==> src/rtl/if_fetch_stage_pkg.sv <==
// rtl/if_fetch_stage_pkg.sv - shared types and constants for the instruction-fetch stage
// Purpose: exception bit positions, the fetch entry record, the NOP word and the
//          exception-vector builder used when an entry is allocated without a cache access.
package if_fetch_stage_pkg;

  localparam int EXC_REFILL  = 0;
  localparam int EXC_INVALID = 1;
  localparam int EXC_ADEL    = 2;
  localparam int EXC_W       = 3;

  localparam logic [31:0] NOP = 32'h0;

  // One fetch slot: pc of the fetch, returned word, exception vector, and
  // whether the slot is complete (data arrived or exception recorded).
  typedef struct packed {
    logic [31:0]      pc;
    logic [31:0]      inst;
    logic [EXC_W-1:0] exc;
    logic             done;
  } fetch_entry_t;

  // Builds a one-hot exception vector; if the MMU flags both TLB errors
  // the refill is reported, since it is the one the handler must fix first.
  function automatic logic [EXC_W-1:0] make_exc(input logic adel, input logic invalid,
                                                input logic refill);
    logic [EXC_W-1:0] e;
    e = '0;
    if (adel) begin
      e[EXC_ADEL] = 1'b1;
    end else if (refill) begin
      e[EXC_REFILL] = 1'b1;
    end else if (invalid) begin
      e[EXC_INVALID] = 1'b1;
    end
    return e;
  endfunction

endpackage

==> src/rtl/if_fetch_stage_if.sv <==
// rtl/if_fetch_stage_if.sv - instruction-cache request/response bus
// Purpose: groups the icache handshake between the fetch stage (master) and the icache (slave).
// Signals: inst_req/inst_uncached/inst_addr (request), inst_addr_ok (accept),
//          inst_data_ok/inst_rdata (in-order response).
interface if_fetch_stage_if;
  logic        inst_req;
  logic        inst_uncached;
  logic [31:0] inst_addr;
  logic        inst_addr_ok;
  logic        inst_data_ok;
  logic [31:0] inst_rdata;

  modport master (
    output inst_req, inst_uncached, inst_addr,
    input  inst_addr_ok, inst_data_ok, inst_rdata
  );

  modport slave (
    input  inst_req, inst_uncached, inst_addr,
    output inst_addr_ok, inst_data_ok, inst_rdata
  );
endinterface

==> src/rtl/if_fetch_stage_inst_fifo.sv <==
// rtl/if_fetch_stage_inst_fifo.sv - in-order buffer of fetch entries
// Purpose: DEPTH-entry circular buffer of {pc, inst, exc, done} with head/tail pointers,
//          a fill target (oldest entry still waiting for data) and synchronous clear.
// Ports: clk, resetn; clear (drop all entries); push/push_entry (allocate at tail);
//        fill/fill_inst (complete oldest waiting entry); pop (release head);
//        head_entry, cnt (entries held), pend_cnt (entries waiting for data), fill_hit.
module if_fetch_stage_inst_fifo
  import if_fetch_stage_pkg::*;
#(
  parameter int DEPTH = 4
) (
  input  logic                   clk,
  input  logic                   resetn,
  input  logic                   clear,
  input  logic                   push,
  input  fetch_entry_t           push_entry,
  input  logic                   fill,
  input  logic [31:0]            fill_inst,
  input  logic                   pop,
  output fetch_entry_t           head_entry,
  output logic [$clog2(DEPTH):0] cnt,
  output logic [$clog2(DEPTH):0] pend_cnt,
  output logic                   fill_hit
);
  localparam int PTR_W = $clog2(DEPTH);
  localparam int CNT_W = PTR_W + 1;

  fetch_entry_t     mem_q [DEPTH];
  fetch_entry_t     mem_d [DEPTH];
  logic [PTR_W-1:0] head_q, head_d;
  logic [PTR_W-1:0] tail_q, tail_d;
  logic [PTR_W-1:0] fill_idx;
  logic [CNT_W-1:0] cnt_q, cnt_d;

  // Exception entries are complete on allocation and may sit behind entries
  // still waiting for data, so the fill target is found by scanning from head.
  always_comb begin
    fill_hit = 1'b0;
    fill_idx = '0;
    pend_cnt = '0;
    for (int i = 0; i < DEPTH; i++) begin
      if ((CNT_W'(i) < cnt_q) && !mem_q[head_q + PTR_W'(i)].done) begin
        pend_cnt = pend_cnt + CNT_W'(1);
        if (!fill_hit) begin
          fill_hit = 1'b1;
          fill_idx = head_q + PTR_W'(i);
        end
      end
    end
  end

  always_comb begin
    mem_d  = mem_q;
    head_d = head_q;
    tail_d = tail_q;
    cnt_d  = cnt_q;
    if (clear) begin
      head_d = '0;
      tail_d = '0;
      cnt_d  = '0;
    end else begin
      if (fill && fill_hit) begin
        mem_d[fill_idx].inst = fill_inst;
        mem_d[fill_idx].done = 1'b1;
      end
      if (push) begin
        mem_d[tail_q] = push_entry;
        tail_d        = tail_q + PTR_W'(1);
      end
      if (pop) begin
        head_d = head_q + PTR_W'(1);
      end
      cnt_d = cnt_q + CNT_W'(push) - CNT_W'(pop);
    end
  end

  always_ff @(posedge clk) begin
    if (!resetn) begin
      head_q <= '0;
      tail_q <= '0;
      cnt_q  <= '0;
    end else begin
      head_q <= head_d;
      tail_q <= tail_d;
      cnt_q  <= cnt_d;
    end
    mem_q <= mem_d;
  end

  assign head_entry = mem_q[head_q];
  assign cnt        = cnt_q;

endmodule

==> src/rtl/if_fetch_stage.sv <==
// rtl/if_fetch_stage.sv - instruction-fetch address stage
// Purpose: owns the PC, drives the instruction MMU, issues icache requests, tracks
//          in-order outstanding fetches and hands {pc, inst, exc} to decode.
// Ports: clk, resetn; redirect/redirect_pc (squash and refetch);
//        mmu_en/mmu_vaddr -> MMU, mmu_psyaddr_ena/mmu_psyaddr/mmu_uncached/
//        mmu_tlb_refill/mmu_tlb_invalid <- MMU; icache (if_fetch_stage_if.master);
//        out_valid/out_ready/out_pc/out_inst/out_exc -> decode.
// Build option: IF_ADEL_CHECK_EN enables the fetch-address alignment exception.
module if_fetch_stage
  import if_fetch_stage_pkg::*;
#(
  parameter logic [31:0] RESET_PC = 32'hBFC0_0000,
  parameter int          DEPTH    = 4
) (
  input  logic             clk,
  input  logic             resetn,
  input  logic             redirect,
  input  logic [31:0]      redirect_pc,
  output logic             mmu_en,
  output logic [31:0]      mmu_vaddr,
  input  logic             mmu_psyaddr_ena,
  input  logic [31:0]      mmu_psyaddr,
  input  logic             mmu_uncached,
  input  logic             mmu_tlb_refill,
  input  logic             mmu_tlb_invalid,
  if_fetch_stage_if.master icache,
  output logic             out_valid,
  input  logic             out_ready,
  output logic [31:0]      out_pc,
  output logic [31:0]      out_inst,
  output logic [2:0]       out_exc
);
  localparam int CNT_W = $clog2(DEPTH) + 1;

  logic [31:0]      pc_q, pc_d;
  logic             exc_hold_q, exc_hold_d;
  logic [CNT_W-1:0] cancel_cnt_q, cancel_cnt_d;
  logic [CNT_W-1:0] fifo_cnt, pend_cnt, occupancy;
  logic             fill_hit;
  fetch_entry_t     head_entry, push_entry;
  logic             room, misaligned, inst_req, accept, tlb_exc, adel_exc;
  logic             push, fill, pop, drop, data_legit;

`ifdef IF_ADEL_CHECK_EN
  assign misaligned = (pc_q[1:0] != 2'b00);
`else
  assign misaligned = 1'b0;
`endif

  // Cancelled requests still occupy icache return slots, so they count
  // against capacity until their data comes back. The sum never exceeds DEPTH.
  assign occupancy = fifo_cnt + cancel_cnt_q;
  assign room      = (occupancy < CNT_W'(DEPTH));

  always_comb begin
    mmu_en     = ~exc_hold_q & room & ~redirect & ~misaligned;
    inst_req   = mmu_en & mmu_psyaddr_ena;
    accept     = inst_req & icache.inst_addr_ok;
    tlb_exc    = mmu_en & ~mmu_psyaddr_ena & (mmu_tlb_refill | mmu_tlb_invalid);
    adel_exc   = ~exc_hold_q & room & ~redirect & misaligned;
    push       = accept | tlb_exc | adel_exc;

    push_entry.pc   = pc_q;
    push_entry.inst = NOP;
    push_entry.exc  = accept ? '0 : make_exc(adel_exc, mmu_tlb_invalid, mmu_tlb_refill);
    push_entry.done = ~accept;

    drop       = icache.inst_data_ok & (cancel_cnt_q != '0);
    fill       = icache.inst_data_ok & (cancel_cnt_q == '0) & ~redirect;
    // A data_ok with nothing outstanding must not disturb the cancel count.
    data_legit = icache.inst_data_ok & ((cancel_cnt_q != '0) | fill_hit);

    out_valid  = (fifo_cnt != '0) & head_entry.done;
    pop        = out_valid & out_ready;
  end

  always_comb begin
    pc_d         = pc_q;
    exc_hold_d   = exc_hold_q;
    cancel_cnt_d = cancel_cnt_q;
    if (redirect) begin
      pc_d         = redirect_pc;
      exc_hold_d   = 1'b0;
      // Everything still waiting for data becomes a return to discard.
      cancel_cnt_d = cancel_cnt_q + pend_cnt + CNT_W'(accept) - CNT_W'(data_legit);
    end else begin
      if (accept) begin
        pc_d = pc_q + 32'd4;
      end
      if (tlb_exc | adel_exc) begin
        exc_hold_d = 1'b1;
      end
      if (drop) begin
        cancel_cnt_d = cancel_cnt_q - CNT_W'(1);
      end
    end
  end

  always_ff @(posedge clk) begin
    if (!resetn) begin
      pc_q         <= RESET_PC;
      exc_hold_q   <= 1'b0;
      cancel_cnt_q <= '0;
    end else begin
      pc_q         <= pc_d;
      exc_hold_q   <= exc_hold_d;
      cancel_cnt_q <= cancel_cnt_d;
    end
  end

  if_fetch_stage_inst_fifo #(
    .DEPTH (DEPTH)
  ) u_fifo (
    .clk        (clk),
    .resetn     (resetn),
    .clear      (redirect),
    .push       (push),
    .push_entry (push_entry),
    .fill       (fill),
    .fill_inst  (icache.inst_rdata),
    .pop        (pop),
    .head_entry (head_entry),
    .cnt        (fifo_cnt),
    .pend_cnt   (pend_cnt),
    .fill_hit   (fill_hit)
  );

  assign mmu_vaddr            = pc_q;
  assign icache.inst_req      = inst_req;
  assign icache.inst_uncached = mmu_uncached;
  assign icache.inst_addr     = mmu_psyaddr;
  assign out_pc               = head_entry.pc;
  assign out_inst             = head_entry.inst;
  assign out_exc              = head_entry.exc;

endmodule
==> src/flat_wrapper.sv <==
// flat-port wrapper written by rule: the top's interface ports become plain ports
module if_fetch_stage_flat import if_fetch_stage_pkg::*;
#(
  parameter logic [31:0] RESET_PC = 32'hBFC0_0000,
  parameter int          DEPTH    = 4
)
  (clk, resetn, redirect, redirect_pc, mmu_en, mmu_vaddr, mmu_psyaddr_ena, mmu_psyaddr, mmu_uncached, mmu_tlb_refill, mmu_tlb_invalid, out_valid, out_ready, out_pc, out_inst, out_exc, icache_inst_req, icache_inst_uncached, icache_inst_addr, icache_inst_addr_ok, icache_inst_data_ok, icache_inst_rdata);
  if_fetch_stage_if icache_i ();
  input  logic clk;
  input  logic resetn;
  input  logic redirect;
  input  logic [31:0] redirect_pc;
  output logic mmu_en;
  output logic [31:0] mmu_vaddr;
  input  logic mmu_psyaddr_ena;
  input  logic [31:0] mmu_psyaddr;
  input  logic mmu_uncached;
  input  logic mmu_tlb_refill;
  input  logic mmu_tlb_invalid;
  output logic out_valid;
  input  logic out_ready;
  output logic [31:0] out_pc;
  output logic [31:0] out_inst;
  output logic [2:0] out_exc;
  output wire logic [$bits(icache_i.inst_req)-1:0] icache_inst_req;
  output wire logic [$bits(icache_i.inst_uncached)-1:0] icache_inst_uncached;
  output wire logic [$bits(icache_i.inst_addr)-1:0] icache_inst_addr;
  input wire logic [$bits(icache_i.inst_addr_ok)-1:0] icache_inst_addr_ok;
  input wire logic [$bits(icache_i.inst_data_ok)-1:0] icache_inst_data_ok;
  input wire logic [$bits(icache_i.inst_rdata)-1:0] icache_inst_rdata;
  assign icache_inst_req = icache_i.inst_req;
  assign icache_inst_uncached = icache_i.inst_uncached;
  assign icache_inst_addr = icache_i.inst_addr;
  assign icache_i.inst_addr_ok = icache_inst_addr_ok;
  assign icache_i.inst_data_ok = icache_inst_data_ok;
  assign icache_i.inst_rdata = icache_inst_rdata;
  if_fetch_stage #(.RESET_PC(RESET_PC), .DEPTH(DEPTH)) u_core (.clk(clk), .resetn(resetn), .redirect(redirect), .redirect_pc(redirect_pc), .mmu_en(mmu_en), .mmu_vaddr(mmu_vaddr), .mmu_psyaddr_ena(mmu_psyaddr_ena), .mmu_psyaddr(mmu_psyaddr), .mmu_uncached(mmu_uncached), .mmu_tlb_refill(mmu_tlb_refill), .mmu_tlb_invalid(mmu_tlb_invalid), .icache(icache_i), .out_valid(out_valid), .out_ready(out_ready), .out_pc(out_pc), .out_inst(out_inst), .out_exc(out_exc));
endmodule
==> config.mk <==
export PLATFORM = sky130hd
export DESIGN_NAME = if_fetch_stage_flat
export DESIGN_NICKNAME = d
export VERILOG_FILES = /design/src/rtl/if_fetch_stage_pkg.sv /design/src/rtl/if_fetch_stage_if.sv /design/src/rtl/if_fetch_stage_inst_fifo.sv /design/src/rtl/if_fetch_stage.sv /design/src/flat_wrapper.sv
export SDC_FILE = /design/constraint.sdc
export NUM_CORES = 1
export LEC_CHECK = 0
export ABC_CLOCK_PERIOD_IN_PS = 9050
export BUFFER_PORTS_ARGS = -buffer_cell sky130_fd_sc_hd__buf_2
export CAP_MARGIN = 30
export CELL_PAD_IN_SITES_DETAIL_PLACEMENT = 0
export CELL_PAD_IN_SITES_GLOBAL_PLACEMENT = 1
export CORE_MARGIN = 3
export CORE_UTILIZATION = 50
export DETAILED_ROUTE_END_ITERATION = 8
export HOLD_SLACK_MARGIN = 0.05
export PLACE_DENSITY_LB_ADDON = 0.1
export SLEW_MARGIN = 5
export SYNTH_ARGS = -nofsm -noshare
export SYNTH_HDL_FRONTEND = slang
export SYNTH_SLANG_ARGS = --single-unit
==> constraint.sdc <==
create_clock -name clk -period 9.05 [get_ports clk]
set_input_delay 1.81 -clock clk [delete_from_list [all_inputs] [get_ports clk]]
set_output_delay 1.81 -clock clk [all_outputs]
set_load 0.01 [all_outputs]
==> Yosys cells after proc, flatten, opt, wreduce, memory -nomap -nowiden <==
Cells that the tools add are included.
{ "op_classes": {"shift": 0, "n_div": 0, "muxes": 47, "mul": 0, "reduce_logical": 17, "bitwise_logic": 26, "order_cmp": 13, "add_sub_neg": 15, "n_eq_ne": 0} }
{ "op_table": {"columns": ["operator", "count"], "rows": [
  ["bitwise mux 272 bit", 3],
  ["two-way mux 272 bit", 3],
  ["binary-select mux 68 bit (select 2 bit)", 4],
  ["demux 68 bit (select 2 bit)", 3],
  ["two-way mux 68 bit", 3],
  ["two-way mux 32 bit", 2],
  ["two-way mux 36 bit", 1],
  ["adder 32 x 3 -> 32 bit, second input constant", 1],
  [">= comparator 3 bit, second input constant", 6],
  ["inverter 2 -> 3 bit", 6],
  ["two-way mux 2 bit", 8],
  ["two-way mux 1 bit", 15],
  ["two-way mux 3 bit", 5],
  ["AND 1 bit", 12],
  ["adder 3 x 1 -> 3 bit, second input constant", 3],
  ["logical AND 1 bit", 7],
  ["adder 3 x 1 -> 3 bit", 2],
  ["adder 3 bit", 2],
  ["less-than comparator 1 x 3 -> 1 bit, first input constant", 2],
  ["less-than comparator 2 x 3 -> 1 bit, first input constant", 2],
  ["less-than comparator 3 x 1 -> 1 bit, second input constant", 2],
  ["nonzero test 3 bit", 2],
  ["subtractor 3 x 1 -> 3 bit", 2],
  ["inverter 1 bit", 5],
  ["9 further kinds", 17]
]} }
{ "totals": {"regBits": 315, "out_inout_bits": 135, "latch_bits": 0, "ram_bits": 0, "romBits": 0, "memories": 0, "wordCells": 140, "input_bits": 106} }

==> Depth between registers and ports, before layout <==
{ "logic_depth": {"word_depth": 24, "depth_mapped": 17, "mapped_depth_nobuf": 17} }

==> Hierarchy <==
Synthesis repeated with hierarchy kept, for this count alone.
{ "unflattened": {"hier_cells": 1609, "hier_area_um2": 17583.1} }
{ "modules_own_cells": {"columns": ["module", "area_each_um2", "seq_area_each_um2", "cells_per_inst", "n_inst"], "rows": [
  ["if_fetch_stage_inst_fifo", 14830.5, 8308.0, 1257, 1],
  ["if_fetch_stage", 2752.6, 720.7, 352, 1]
]} }

==> Worst setup path before layout <==
Ideal clock, no wire load.
{ "synth_path": {"path_kind": "input to register", "start": "in redirect", "end": "reg u_core.pc_q[28], in the netlist u_core.mmu_vaddr[28]", "arrival_time_ns": 6.427, "n_path_buf": 2, "setup_ns": 0.084, "required_time_ns": 8.966, "stages": 5, "slack_ns": 2.538, "cell_sequence": "clkbuf_1 clkinv_1 clkbuf_1 o211ai_1 nand4_1"} }
{ "synth_between": {"elab_chain_cells": 5, "elab_cells_between_ends": 6, "classes_between": "1 x mux; 4 x bitwise; 1 x reduce/logical"} }
{ "synth_lines": {"columns": ["item", "line_no", "source"], "rows": [
  ["start, declared", "flat_wrapper.sv:11", "input logic redirect;"],
  ["inverter 1 bit", "if_fetch_stage.sv:56", "mmu_en = ~exc_hold_q & room & ~redirect & ~misaligned;"],
  ["AND 1 bit", null, null],
  ["AND 1 bit", "if_fetch_stage.sv:57", "inst_req = mmu_en & mmu_psyaddr_ena;"],
  ["AND 1 bit", "if_fetch_stage.sv:58", "accept = inst_req & icache.inst_addr_ok;"],
  ["nonzero test 2 bit (no source line)", null, null],
  ["end signal, assigned", "if_fetch_stage.sv:105", "pc_q <= pc_d;"],
  ["end, declared", "if_fetch_stage.sv:35", "logic [31:0] pc_q, pc_d;"]
]} }
Several ways; a longest one is shown, not always the timed one.
A chain may end at the register's enable or synchronous reset.

==> Worst setup path in the final report <==
{ "layout_path": {"start": "in redirect", "end": "reg u_core.cancel_cnt_q[2]"} }
{ "layout_between": {"elab_chain_cells": 7, "elab_cells_between_ends": 8, "classes_between": "2 x add/sub; 1 x mux; 4 x bitwise; 1 x reduce/logical"} }
{ "layout_lines": {"columns": ["item", "line_no", "source"], "rows": [
  ["inverter 1 bit", "if_fetch_stage.sv:56", null],
  ["AND 1 bit", null, null],
  ["AND 1 bit", "if_fetch_stage.sv:57", null],
  ["AND 1 bit", "if_fetch_stage.sv:58", null],
  ["adder 3 x 1 -> 3 bit", "if_fetch_stage.sv:85", "cancel_cnt_d = cancel_cnt_q + pend_cnt + CNT_W'(accept) - CNT_W'(data_legit);"],
  ["subtractor 3 x 1 -> 3 bit", "if_fetch_stage.sv:85", null],
  ["two-way mux 3 bit", "if_fetch_stage.sv:81", "if (redirect) begin"],
  ["end signal, assigned", "if_fetch_stage.sv:107", "cancel_cnt_q <= cancel_cnt_d;"],
  ["end, declared", "if_fetch_stage.sv:37", "logic [CNT_W-1:0] cancel_cnt_q, cancel_cnt_d;"]
]} }
Several ways; a longest one is shown, not always the timed one.

==> results.json <==
{
  "p_total_uw": 3750,
  "final.period_utilization": 0.627,
  "peakVddDrop_v": 0.000118,
  "grt_pass1_vias": 11600,
  "syn-num-nets": 1521,
  "drt_wl_total_microns": 43200,
  "swShare": 0.272,
  "start_kind": "input port",
  "rsz0062_at_grt": "no",
  "synth_area_per_cell_sq_um": 12.0,
  "synth-seq-cells": 311,
  "fin_skew_ns": 0.0141,
  "worst_ep_arrival_time_ns": 6.09,
  "worstPathCellList": "buf_2, nor3_1, nand2_1, clkinv_1, fa_1, fa_1, xnor2_1, xnor2_1, and3_1, o21ai_0, o211a_1",
  "area_growth_syn_to_layout_pct": 12.5,
  "dr.first_iter.drc_count": 1011,
  "seqPwrFrac": 0.464,
  "drc": 0,
  "cts_inserted_buffers": 38,
  "worst-path-max-fanout": 36,
  "syn-instance-count": 1394,
  "internal-power_uw": 2730,
  "ys_seq_area_frac": 0.535,
  "worst_pin_slew_ns": 0.930,
  "pwr-share-comb": 0.156,
  "synth_edf_count": 268,
  "ys.flop_type": "edfxtp_1",
  "clkPwrFrac": 0.380,
  "htreeDepth": 2,
  "cp_slowest_cell": "clkinv_1",
  "postCtsResizedCells": 0,
  "antenna_found_initial": 1,
  "vias": 11600,
  "slowest_delay_ns": 0.94,
  "criticalPathCategory": "input port to flop",
  "place_congestion": 0.812,
  "cts_sinks": 311,
  "switchingPower_uw": 1020,
  "die_h_microns": 189,
  "worst_setup_path_end_kind": "flop",
  "nNetsFinal": 1605,
  "min_path_type": "flop to flop",
  "clkLatencyLatePin_ns": 0.53,
  "async_flop_share": 0,
  "die_w_microns": 189,
  "reg2reg_slack_ns": 3.78,
  "setup_viol": 0,
  "min_period_ns": 5.67,
  "dp_slack_ns": 2.85,
  "status": "finished clean",
  "syn_area_sq_um": 16700,
  "fmax_mhz": 176,
  "coreArea_sq_um": 32700,
  "slew_viol_final": 0,
  "drt-vias-per-instance": 5.97,
  "wire_per_inst_microns": 22.1,
  "dieArea_sq_um": 35600,
  "grt-ovfl-total": 0,
  "grt_pass1_wl_microns": 67800,
  "pwr_density_cell_nw_per_um2": 200,
  "cts_max_path_buffers": 3,
  "start_util": 0.510,
  "first_pass_iters": 5,
  "port_buffers": 173,
  "setup_tns_ns": 0,
  "slew_headroom": 0.380,
  "maxCapViolations": 0,
  "cts_hold_buf": 0,
  "ys_types": 66,
  "layout-drive-gt1-share": 0.234,
  "whs_ns": 0.546,
  "cts_root_buffer": "clkbuf_16",
  "cts_tree": "done",
  "rows": 66,
  "cts_setup_buffers": 0,
  "path_clk_slew_ns": 0.05,
  "ys_warn_count": 0,
  "antenna_left": 0,
  "required_ns": 9.47,
  "setup_slack_ns": 3.38,
  "power.leakage_uw": 0.00731,
  "dpl.hpwl_microns": 26200,
  "finalHoldViolations": 0,
  "grt_use_total": 0.242,
  "grt_max_degree": 112,
  "io_pins": 241
}
## power by group through the flow
| stage | registers [uW] | logic [uW] | clock network (uW) |
|---|---|---|---|
| 5_1_grt | 1750 | 648 | 1510 |
| 4_1_cts | 1740 | 590 | 1450 |
| 3_5_place_dp | 1770 | 589 | 0 |
| 6_report | 1740 | 584 | 1430 |
| 2_1_floorplan | 1740 | 417 | 0 |
| 3_3_place_gp | 1770 | 576 | 0 |
## cells in the mapped netlist, drive strengths merged (3+ instances only)
library cell	number	area [sq um]
a21o	4	30.0
mux2i	101	1010
o21ba	3	30.0
edfxtp	268	8050
clkbuf	85	320
o211a	5	50.1
o31ai	34	255
o2111ai	32	280
nor2	53	199
o31a	7	61.3
and2	5	31.3
inv	24	90.1
o211ai	3	22.5
nand2b	7	43.8
o311ai	3	26.3
nor2b	7	43.8
a32oi	5	43.8
and3	116	726
nor4	4	25.0
mux2	5	56.3
nand3	19	95.1
nor3	11	55.1
xor2	8	70.1
o21ai	22	110
or3	4	25.0
a21boi	13	97.6
nand2	236	886
mux4	69	1550
a31oi	6	37.5
nand4	11	68.8
xnor2	15	131
ha	18	225
a21oi	49	257
dfxtp	43	861
buf	73	519
fa	3	60.1
clkinv	3	11.3
## worst max-delay path, delay by kind of cell
family / cells / cell delay (ns)
XOR/XNOR: 2 / 0.35
adder cells (fa/ha/maj): 2 / 1.10
buffers and inverters: 2 / 1.52
AO/OA/AOI/OAI: 2 / 0.24
AND/OR/NAND/NOR: 3 / 1.06
## sequential cells by signal, indices dropped and copies added (netlist names)
name / cells
u_core.u_fifo.mem_q: 268
u_core.mmu_vaddr: 32
u_core.cancel_cnt_q: 3
u_core.u_fifo.cnt: 3
u_core.u_fifo.head_q: 2
u_core.u_fifo.tail_q: 2
u_core.exc_hold_q: 1
## layout by cell type (no fill, tap or decap), types with 19 or more instances in the layout
| cell type | n |
|---|---|
| a21oi_1 | 48 |
| and3_1 | 116 |
| buf_2 | 173 |
| buf_4 | 25 |
| clkbuf_16 | 39 |
| dfxtp_1 | 41 |
| edfxtp_1 | 268 |
| inv_1 | 24 |
| mux2i_1 | 101 |
| mux4_2 | 69 |
| nand2_1 | 233 |
| nand3_1 | 19 |
| nor2_1 | 53 |
| o2111ai_1 | 32 |
| o21ai_0 | 21 |
| o31ai_1 | 34 |
## metal layers
layer / part of all wire / GRT usage / up-vias
li1: - / - / 5370
met2: 0.45 / 0.373 / 381
met3: 0.068 / 0.0437 / 59
met1: 0.46 / 0.362 / 5835
met5: 0 / 0 / -
met4: 0.016 / 0.0478 / 0
## path summary, 6_finish.rpt
kind                                start  cells past startpoint                       end
setup / recovery                 redirect                     11    u_core.cancel_cnt_q[2]
setup reg to reg  u_core.u_fifo.head_q[0]                     13  u_core.u_fifo.mem_q[169]
hold / removal          u_core.exc_hold_q                      2         u_core.exc_hold_q
hold reg to reg         u_core.exc_hold_q                      2         u_core.exc_hold_q
## final cells by class
class,count,area [sq um]
diodes,1,2.50
clock buffers,47,1020
clock inverters,22,145
fillers,2792,14000
inverters,27,106
multi-input cells,898,6870
flip-flops and latches,311,8920
well taps,442,553
repair buffers,202,1140
## per-stage QoR
| step | instances | utilization | cell area [sq um] |
|---|---|---|---|
| 2_1_floorplan | 1394 | - | 16700 |
| 3_3_place_gp | 1876 | 0.535 | 17500 |
| 3_5_place_dp | 1878 | 0.536 | 17500 |
| 4_1_cts | 1947 | 0.572 | 18700 |
| 5_1_grt | 1950 | 0.573 | 18700 |
| 6_report | 1950 | 0.573 | 18700 |
## kinds of logic (layout without fill, tap and decap cells)
family | after synthesis | in the layout | synth area share
other | 1 | 2 | 0.000225
muxes | 175 | 175 | 0.157
DFF | 311 | 311 | 0.535
buffers and inverters | 185 | 298 | 0.0565
and+or+nand+nor | 482 | 482 | 0.137
adders and majority gates | 21 | 21 | 0.0171
AOI/OAI and AO/OA | 196 | 196 | 0.0848
xor gates and xnor gates | 23 | 23 | 0.0121
Note: power is estimated with default switching activity, not from simulation.
